File: config.mk
export PLATFORM = sky130hd
export DESIGN_NAME = spi_master_multi
export DESIGN_NICKNAME = d
export VERILOG_FILES = /design/src/rtl/spi_master_multi.sv
export SDC_FILE = /design/constraint.sdc
export NUM_CORES = 1
export LEC_CHECK = 0
export BUFFER_PORTS_ARGS = -buffer_cell sky130_fd_sc_hd__buf_2
export CAP_MARGIN = 20
export CELL_PAD_IN_SITES_DETAIL_PLACEMENT = 1
export CELL_PAD_IN_SITES_GLOBAL_PLACEMENT = 1
export CORE_UTILIZATION = 30
export CTS_BUF_LIST = sky130_fd_sc_hd__clkbuf_8
export CTS_CLUSTER_SIZE = 28
export DETAILED_ROUTE_END_ITERATION = 8
export GPL_ROUTABILITY_DRIVEN = 0
export PLACE_DENSITY_LB_ADDON = 0.1
export SETUP_SLACK_MARGIN = 0.15
export SLEW_MARGIN = 20
export SYNTH_ARGS = -nofsm -noshare
export SYNTH_HDL_FRONTEND = slang
export SYNTH_SLANG_ARGS = --single-unit
File: constraint.sdc
create_clock -name clk_i -period 5.7 [get_ports clk_i]
set_input_delay 1.71 -clock clk_i [delete_from_list [all_inputs] [get_ports clk_i]]
set_output_delay 1.71 -clock clk_i [all_outputs]
set_load 0.05 [all_outputs]
File: src/rtl/spi_master_multi.sv
// ==== spi_master_multi: N_SLAVES-chip-select SPI master, runtime CPOL/CPHA, rev 1.0 ====
// ==== Build option: define SPI_LSB_FIRST_EN for LSB-first shift order (MSB-first otherwise) ====
`default_nettype none

module spi_master_multi #(
  parameter int DATA_W   = 16,
  parameter int N_SLAVES = 3,
  parameter int CLK_DIV  = 2,
  localparam int SEL_W   = (N_SLAVES > 1) ? $clog2(N_SLAVES) : 1
) (
  input  logic              clk_i,
  input  logic              rst_ni,
  input  logic              start_i,
  input  logic [SEL_W-1:0]  slave_sel_i,
  input  logic              cpol_i,
  input  logic              cpha_i,
  input  logic [DATA_W-1:0] tx_data_i,
  input  logic [N_SLAVES-1:0] miso_i,
  output logic              sclk_o,
  output logic              mosi_o,
  output logic [N_SLAVES-1:0] cs_n_o,
  output logic              busy_o,
  output logic              done_o,
  output logic              err_o,
  output logic [DATA_W-1:0] rx_data_o
);

  localparam int BIT_W = $clog2(DATA_W);
  localparam int H_W   = BIT_W + 1;
  localparam int CNT_W = $clog2(CLK_DIV);

  localparam logic [2:0] S_IDLE  = 3'd0;
  localparam logic [2:0] S_SETUP = 3'd1;
  localparam logic [2:0] S_XFER  = 3'd2;
  localparam logic [2:0] S_HOLD  = 3'd3;
  localparam logic [2:0] S_DONE  = 3'd4;

  localparam logic [CNT_W-1:0] CNT_LAST   = CNT_W'(CLK_DIV - 1);
  localparam logic [H_W-1:0]   H_LAST     = H_W'(2 * DATA_W - 1);
  localparam logic [H_W-1:0]   BIT_LAST_H = H_W'(DATA_W - 1);
  localparam logic [SEL_W:0]   NSLV       = (SEL_W + 1)'(N_SLAVES);

  logic [2:0]          state_q, state_d;
  logic [CNT_W-1:0]    cnt_q, cnt_d;
  logic [H_W-1:0]      h_q, h_d;
  logic [SEL_W-1:0]    sel_q, sel_d;
  logic                cpol_q, cpol_d;
  logic                cpha_q, cpha_d;
  logic [DATA_W-1:0]   tx_q, tx_d;
  logic [DATA_W-1:0]   rxsh_q, rxsh_d;
  logic                sclk_q, sclk_d;
  logic                mosi_q, mosi_d;
  logic [N_SLAVES-1:0] csn_q, csn_d;
  logic                busy_q, busy_d;
  logic                done_q, done_d;
  logic                err_q, err_d;
  logic [DATA_W-1:0]   rx_q, rx_d;

  logic                w_sel_ok;
  logic                w_miso;
  logic                w_active;
  logic [H_W-1:0]      w_bit;
  logic [BIT_W-1:0]    w_phys;

  always_comb begin
    state_d  = state_q;
    cnt_d    = cnt_q;
    h_d      = h_q;
    sel_d    = sel_q;
    cpol_d   = cpol_q;
    cpha_d   = cpha_q;
    tx_d     = tx_q;
    rxsh_d   = rxsh_q;
    rx_d     = rx_q;
    mosi_d   = mosi_q;
    err_d    = 1'b0;
    w_sel_ok = ({1'b0, slave_sel_i} < NSLV);
    w_miso   = miso_i[sel_q];

    case (state_q)
      S_IDLE, S_DONE: begin
        state_d = S_IDLE;
        if (start_i) begin
          if (w_sel_ok) begin
            state_d = S_SETUP;
            cnt_d   = '0;
            h_d     = '0;
            sel_d   = slave_sel_i;
            cpol_d  = cpol_i;
            cpha_d  = cpha_i;
            tx_d    = tx_data_i;
            rxsh_d  = '0;
          end else begin
            err_d = 1'b1;
          end
        end
      end
      S_SETUP: begin
        if (cnt_q == CNT_LAST) begin
          state_d = S_XFER;
          cnt_d   = '0;
          h_d     = '0;
        end else begin
          cnt_d = cnt_q + CNT_W'(1);
        end
      end
      S_XFER: begin
        // Mid-bit sample: last clk of the half-period whose parity equals CPHA.
        if (cnt_q == CNT_LAST && h_q[0] == cpha_q) begin
`ifdef SPI_LSB_FIRST_EN
          rxsh_d = {w_miso, rxsh_q[DATA_W-1:1]};
`else
          rxsh_d = {rxsh_q[DATA_W-2:0], w_miso};
`endif
        end
        if (cnt_q == CNT_LAST) begin
          cnt_d = '0;
          if (h_q == H_LAST) begin
            state_d = S_HOLD;
          end else begin
            h_d = h_q + H_W'(1);
          end
        end else begin
          cnt_d = cnt_q + CNT_W'(1);
        end
      end
      S_HOLD: begin
        if (cnt_q == CNT_LAST) begin
          state_d = S_DONE;
          cnt_d   = '0;
        end else begin
          cnt_d = cnt_q + CNT_W'(1);
        end
      end
      default: state_d = S_IDLE;
    endcase

    // Outputs are decoded from next-state values so they register in step with the FSM.
    w_active = (state_d == S_SETUP) || (state_d == S_XFER) || (state_d == S_HOLD);
    busy_d   = w_active;
    done_d   = (state_d == S_DONE);
    if (state_d == S_DONE) rx_d = rxsh_d;

    for (int j = 0; j < N_SLAVES; j++) begin
      csn_d[j] = !(w_active && (sel_d == SEL_W'(j)));
    end

    case (state_d)
      S_IDLE:  sclk_d = cpol_i;
      S_XFER:  sclk_d = h_d[0] ? cpol_d : ~cpol_d;
      default: sclk_d = cpol_d;
    endcase

    // Bit index on MOSI: CPHA=1 -> h/2, CPHA=0 -> ceil(h/2), clamped to the last bit.
    w_bit = {1'b0, h_d[H_W-1:1]} + (cpha_d ? H_W'(0) : {{(H_W-1){1'b0}}, h_d[0]});
    if (state_d == S_SETUP) w_bit = '0;
    if (w_bit > BIT_LAST_H) w_bit = BIT_LAST_H;
`ifdef SPI_LSB_FIRST_EN
    w_phys = w_bit[BIT_W-1:0];
`else
    w_phys = BIT_W'(DATA_W - 1) - w_bit[BIT_W-1:0];
`endif
    if (state_d == S_SETUP || state_d == S_XFER) mosi_d = tx_d[w_phys];
  end

  always_ff @(posedge clk_i) begin
    if (!rst_ni) begin
      state_q <= S_IDLE;
      cnt_q   <= '0;
      h_q     <= '0;
      sel_q   <= '0;
      cpol_q  <= 1'b0;
      cpha_q  <= 1'b0;
      tx_q    <= '0;
      rxsh_q  <= '0;
      sclk_q  <= 1'b0;
      mosi_q  <= 1'b0;
      csn_q   <= '1;
      busy_q  <= 1'b0;
      done_q  <= 1'b0;
      err_q   <= 1'b0;
      rx_q    <= '0;
    end else begin
      state_q <= state_d;
      cnt_q   <= cnt_d;
      h_q     <= h_d;
      sel_q   <= sel_d;
      cpol_q  <= cpol_d;
      cpha_q  <= cpha_d;
      tx_q    <= tx_d;
      rxsh_q  <= rxsh_d;
      sclk_q  <= sclk_d;
      mosi_q  <= mosi_d;
      csn_q   <= csn_d;
      busy_q  <= busy_d;
      done_q  <= done_d;
      err_q   <= err_d;
      rx_q    <= rx_d;
    end
  end

  assign sclk_o    = sclk_q;
  assign mosi_o    = mosi_q;
  assign cs_n_o    = csn_q;
  assign busy_o    = busy_q;
  assign done_o    = done_q;
  assign err_o     = err_q;
  assign rx_data_o = rx_q;

endmodule

`default_nettype wire

**Word level (Yosys, flattened, before mapping)**

Index checks and enable logic that the tools add are counted.

- $add $sub $neg: 4
- Reductions and logical operators: 17
- Bitwise gates (word level): 1
- Order comparisons: 4
- Multiplexer cells: 43
- Equality and inequality tests: 14

Operators by type and width:

| operator | number |
|---|---|
| $mux W16 | 6 |
| $pmux W16 S2 | 1 |
| $mux W5 | 6 |
| $mux W1 | 16 |
| $pmux W5 S3 | 1 |
| $eq A3 B2 Y1 const B | 4 |
| $mux W3 | 4 |
| $pmux W3 S4 | 1 |
| $eq A3 B1 Y1 const B | 2 |
| $eq A3 B3 Y1 const B | 2 |
| $logic_not A3 Y1 | 2 |
| $mux W2 | 3 |
| $reduce_and A3 Y1 | 2 |
| $add A4 B1 Y5 | 1 |
| $add A5 B1 Y5 const B | 1 |
| $eq A5 B5 Y1 const B | 1 |
| $gt A5 B4 Y1 const B | 1 |
| $lt A4 B5 Y1 const B | 1 |
| $bmux W1 S4 | 1 |
| $logic_and A1 B1 Y1 | 4 |
| $mux W4 | 1 |
| $ne A2 B2 Y1 const B | 2 |
| $pmux W1 S2 | 2 |
| $sub A4 B4 Y4 const A | 1 |
| 14 further kinds | 17 |

- Bits in registers: 69
- Logic and storage cells: 98

**Longest topological paths before layout**

- Depth after elaboration: 12
- Depth in mapped cells: 17
- Depth with buffers taken out: 16

**Worst setup path after synthesis**

No wires, ideal clock.

- Path type: input to register
- From: input port start_i
- To: register mosi_q, in the netlist mosi_o
- Setup time: 0.103 ns
- Stages on the path: 17
- Path slack: 0.447 ns
- Arrival: 5.149 ns
- Data required time: 5.597 ns
- Cells stage by stage: or3b_1 > buf_6 > nor2_8 > buf_1 > mux2i_1 > and2_1 > ha_1 > ha_1 > and4_1 > a22oi_1 > a211oi_1 > a32o_1 > buf_6 > mux2_4 > o32ai_4 > o22ai_1 > a2111oi_2

- Longest elaborated chain between the ends: 10

Ends and longest elaborated chain:

| what | line | source |
|---|---|---|
| from (decl) | 13 | `input logic start_i,` |
| $mux W5 or $mux W1 (tied branches) | 83 | `if (start_i) begin` |
| $pmux W5 S3 or $mux W1 (tied branches) | 80 | `case (state_q)` |
| $mux W1 | 155 | `w_bit = {1'b0, h_d[H_W-1:1]} + (cpha_d ? H_W'(0) : {{(H_W-1){1'b0}}, h_d[0]});` |
| $add A4 B1 Y5 | 155 |  |
| $mux W5 | 156 | `if (state_d == S_SETUP) w_bit = '0;` |
| $gt A5 B4 Y1 | 157 | `if (w_bit > BIT_LAST_H) w_bit = BIT_LAST_H;` |
| $mux W4 | 157 |  |
| $sub A4 B4 Y4 | 161 | `w_phys = BIT_W'(DATA_W - 1) - w_bit[BIT_W-1:0];` |
| $bmux W1 S4 | 163 | `if (state_d == S_SETUP \|\| state_d == S_XFER) mosi_d = tx_d[w_phys];` |
| $mux W1 (not written as such) | 163 |  |
| to (signal assigned) | 193 | `mosi_q <= mosi_d;` |
| to (decl) | 52 | `logic mosi_q, mosi_d;` |

Several ways; a longest one is shown, not always the timed one. The select of a mux whose other input is x is not followed.
A chain may end at the register's enable or synchronous reset.

**Worst setup path after layout**

Ends and elaborated chain as after synthesis.

==> metrics.cfg <==
[yosys]
synth_top_family_by_area = compound AO/OA/AOI/OAI gates
ys_seq_area_share_pct = 43.1
yosysWarningCount = 0
yosysTopAreaCellShare_pct = 43.1
synth_ff_type = dfxtp_1
synthesis.nets = 376
ys_types = 59
synthSimpleGateAreaFrac_pct = 23.3
synth_top_cell_by_area = dfxtp_1
avgSynthCellArea_um2 = 9.23
synth_edf_count = 0
synth_area_um2 = 3200
synthAdderAreaFrac_pct = 1.17
ys_async_sr_fraction_pct = 0
yosys_register_bits = 69
netlist_instances = 347
synth_xor_area_share_pct = 0.547
synth.area.top_cells = dfxtp_1 43%, nand2_1 6.7%, o211a_1 5.0%
synth_compound_area_share_pct = 24.6
synthMuxAreaShare_pct = 3.32

[worst_setup_path]
end_kind = flip-flop
path_max_fanout = 8
timing.rr.end = mosi_o$_SDFFE_PN0P_
crit_path_start_kind = input pin
worst_ep_required_time_ps = 5950
r2r_start = state_q[1]$_SDFF_PN0_
crit_type = input pin to flip-flop
critPathArrivalTime_ps = 5400
reg2reg_depth = 15
ff2ff_setup_slack_ps = 1410

[routing]
vias_per_cell = 5.07
first_iter_violations = 81
drc = 0
drtPass1Iterations = 4
wl_um = 7900
postRouteAntennaNets = 0
vias = 2684
wl_per_cell_um = 14.9

[floorplan]
dieArea_um2 = 11100
die_w_um = 105
rows = 37
ios = 50
die_y_um = 105
start_util_pct = 31.0
coreArea_um2 = 10300

[power_and_ir_drop]
vdd.ir_drop.worst_mv = 0.102
switching_share_pct = 27.6
comb_power_share_pct = 12.5
seqPwrFrac_pct = 48.8
p_clk_share_pct = 38.7
leakagePower_uw = 0.00159
power.switching_uw = 290
pwr_density_cell_nw_per_um2 = 281
intPower_uw = 760

[clock_tree]
clock-root-buffer = clkbuf_8
cts_buffers = 9
cts.path.max_buffers = 2
clk_latency_ps = 350
clkSinkCount = 69
cts_tree = done
cts.htree.levels = 3
postCtsHoldBufs = 0
post-cts-setup-buffers = 0
cts_resized = 0
clk_pin_slew_ps = 70

[final_layout]
fin_nets = 417
multi_input_area_um2 = 1710
final_common_cell = dfxtp_1
area_growth_pct = 16.6
diodes = 0
drive_gt1_share_pct = 21.9
fill_cells = 1219
final_cell_mix = 69 x dfxtp_1, 57 x nand2_1, 49 x buf_2, 21 x nor2b_1
seq_area_um2 = 1380
stdcell_area_um2 = 3740

[timing]
fin_setup_tns_ps = 0
post-route-period-util_pct = 90.3
drv_slew = 0
period_minus_slack_ps = 5150
grt_setup_unrepaired = false
maxSlewHeadroom_pct = 31.4
fmax_ghz = 0.194
fin_skew_ps = 13.8
timing.final.hold_violations = 0
setup_viol = 0
tightestPinTransition_ps = 1030

[grt]
grt_start_max_net_pins = 67
grt.overflow.total = 0
grt_first_pass_wirelength_um = 13200
grt_pass1_vias = 2710
antenna_found_initial = 0
grt_usage_pct = 15.1

[job]
maxCapViolCount = 0

[placement]
dpl_cell_area_um2 = 3530
hpwl_um = 5320
port-buffer-count = 49

[hold_path]
hp-start = tx_q[11]$_SDFF_PN0_
hold_class = flip-flop to flip-flop
holdPathStages = 2
holdPathEnd = tx_q[11]$_SDFF_PN0_

[status]
status = completed

[final cells by class]
type	count	share of cell area, %
well taps	136	4.55
multi-input cells	253	45.6
clock buffers	10	3.68
repair buffers	52	7.17
flip-flops and latches	69	37.0
clock inverters	6	1.67
inverters	3	0.301
[worst max-delay path, cell delays in order]
cell and delay (ps):
buf_2 100, nor3b_1 150, a32oi_2 410, mux2i_1 170, mux2i_1 290, and2_1 180
ha_1 180, ha_1 230, and4_1 210, a22oi_1 70, a211oi_1 250, a32o_1 350
mux2_4 350, o32ai_4 260, o22ai_1 130, a2111oi_2 360
[cell usage after synthesis, types with 4 or more instances]
| cell | n |
|---|---|
| o211a_1 | 16 |
| a211oi_1 | 4 |
| nor3b_1 | 4 |
| nor2b_1 | 21 |
| a21oi_1 | 5 |
| mux2i_1 | 8 |
| nand2_1 | 57 |
| nand3_1 | 5 |
| nor2_1 | 16 |
| dfxtp_1 | 69 |
| o21ai_0 | 6 |
| clkbuf_1 | 16 |
| and2_1 | 11 |
| a22oi_1 | 17 |
| a21boi_0 | 17 |
| and3_1 | 5 |
| buf_6 | 4 |
| nand4_1 | 5 |
[power groups by stage]
stage / sequential [uW] / clock (uW) / combinational (uW)
finish: 513 / 406 / 131
global route: 516 / 443 / 145
CTS: 513 / 421 / 134
detailed placement: 524 / 0 / 133
global placement: 524 / 0 / 132
floorplan: 532 / 0 / 86.9
[worst max-delay path by stage]
| stage | endpoint | slack, ps | start | depth (start not counted) |
|---|---|---|---|---|
| 3_5_place_dp | mosi_o$_SDFFE_PN0P_ | 170 | start_i | 16 |
| 2_1_floorplan | mosi_o$_SDFFE_PN0P_ | 450 | start_i | 17 |
| 3_3_place_gp | mosi_o$_SDFFE_PN0P_ | 310 | start_i | 16 |
| 6_report | mosi_o$_SDFFE_PN0P_ | 550 | start_i | 16 |
| 4_1_cts | mosi_o$_SDFFE_PN0P_ | 560 | start_i | 16 |
| 5_1_grt | mosi_o$_SDFFE_PN0P_ | 270 | start_i | 16 |
[flip-flops by register name, summed over array words and instances (netlist names), 2 cells and up]
register,count
cs_n_o,3
h_q,5
rx_data_o,16
rxsh_q,16
sel_q,2
state_q,3
tx_q,16
[through the flow]
step	hold WS [ps]	utilization [%]	instances	worst slack, ps	total power [uW]
after global placement	461	34.2	513	311	656
after CTS	473	36.2	529	563	1070
after global routing	501	36.2	529	265	1100
final	466	36.2	529	551	1050
after detailed placement	464	34.2	513	171	657
after floorplan	443	-	347	447	619
[metal layers]
layer  up-vias  track usage (%)  share of wire, %  wire (um)
met3        10             3.34               3.1        242
met2        36             24.6                46       3610
li1       1337                -                 -          -
met5         -                0                 0          0
met1      1301             19.1                49       3910
met4         0             6.64               1.8        145
[logic make-up after synthesis]
kind of cell,after synthesis
AOI/OAI and AO/OA,96
DFF,69
muxes,10
adders and majority gates,3
and+or+nand+nor,142
buffers and inverters,25
xor gates and xnor gates,2
Note: power is estimated with default switching activity, not from simulation.
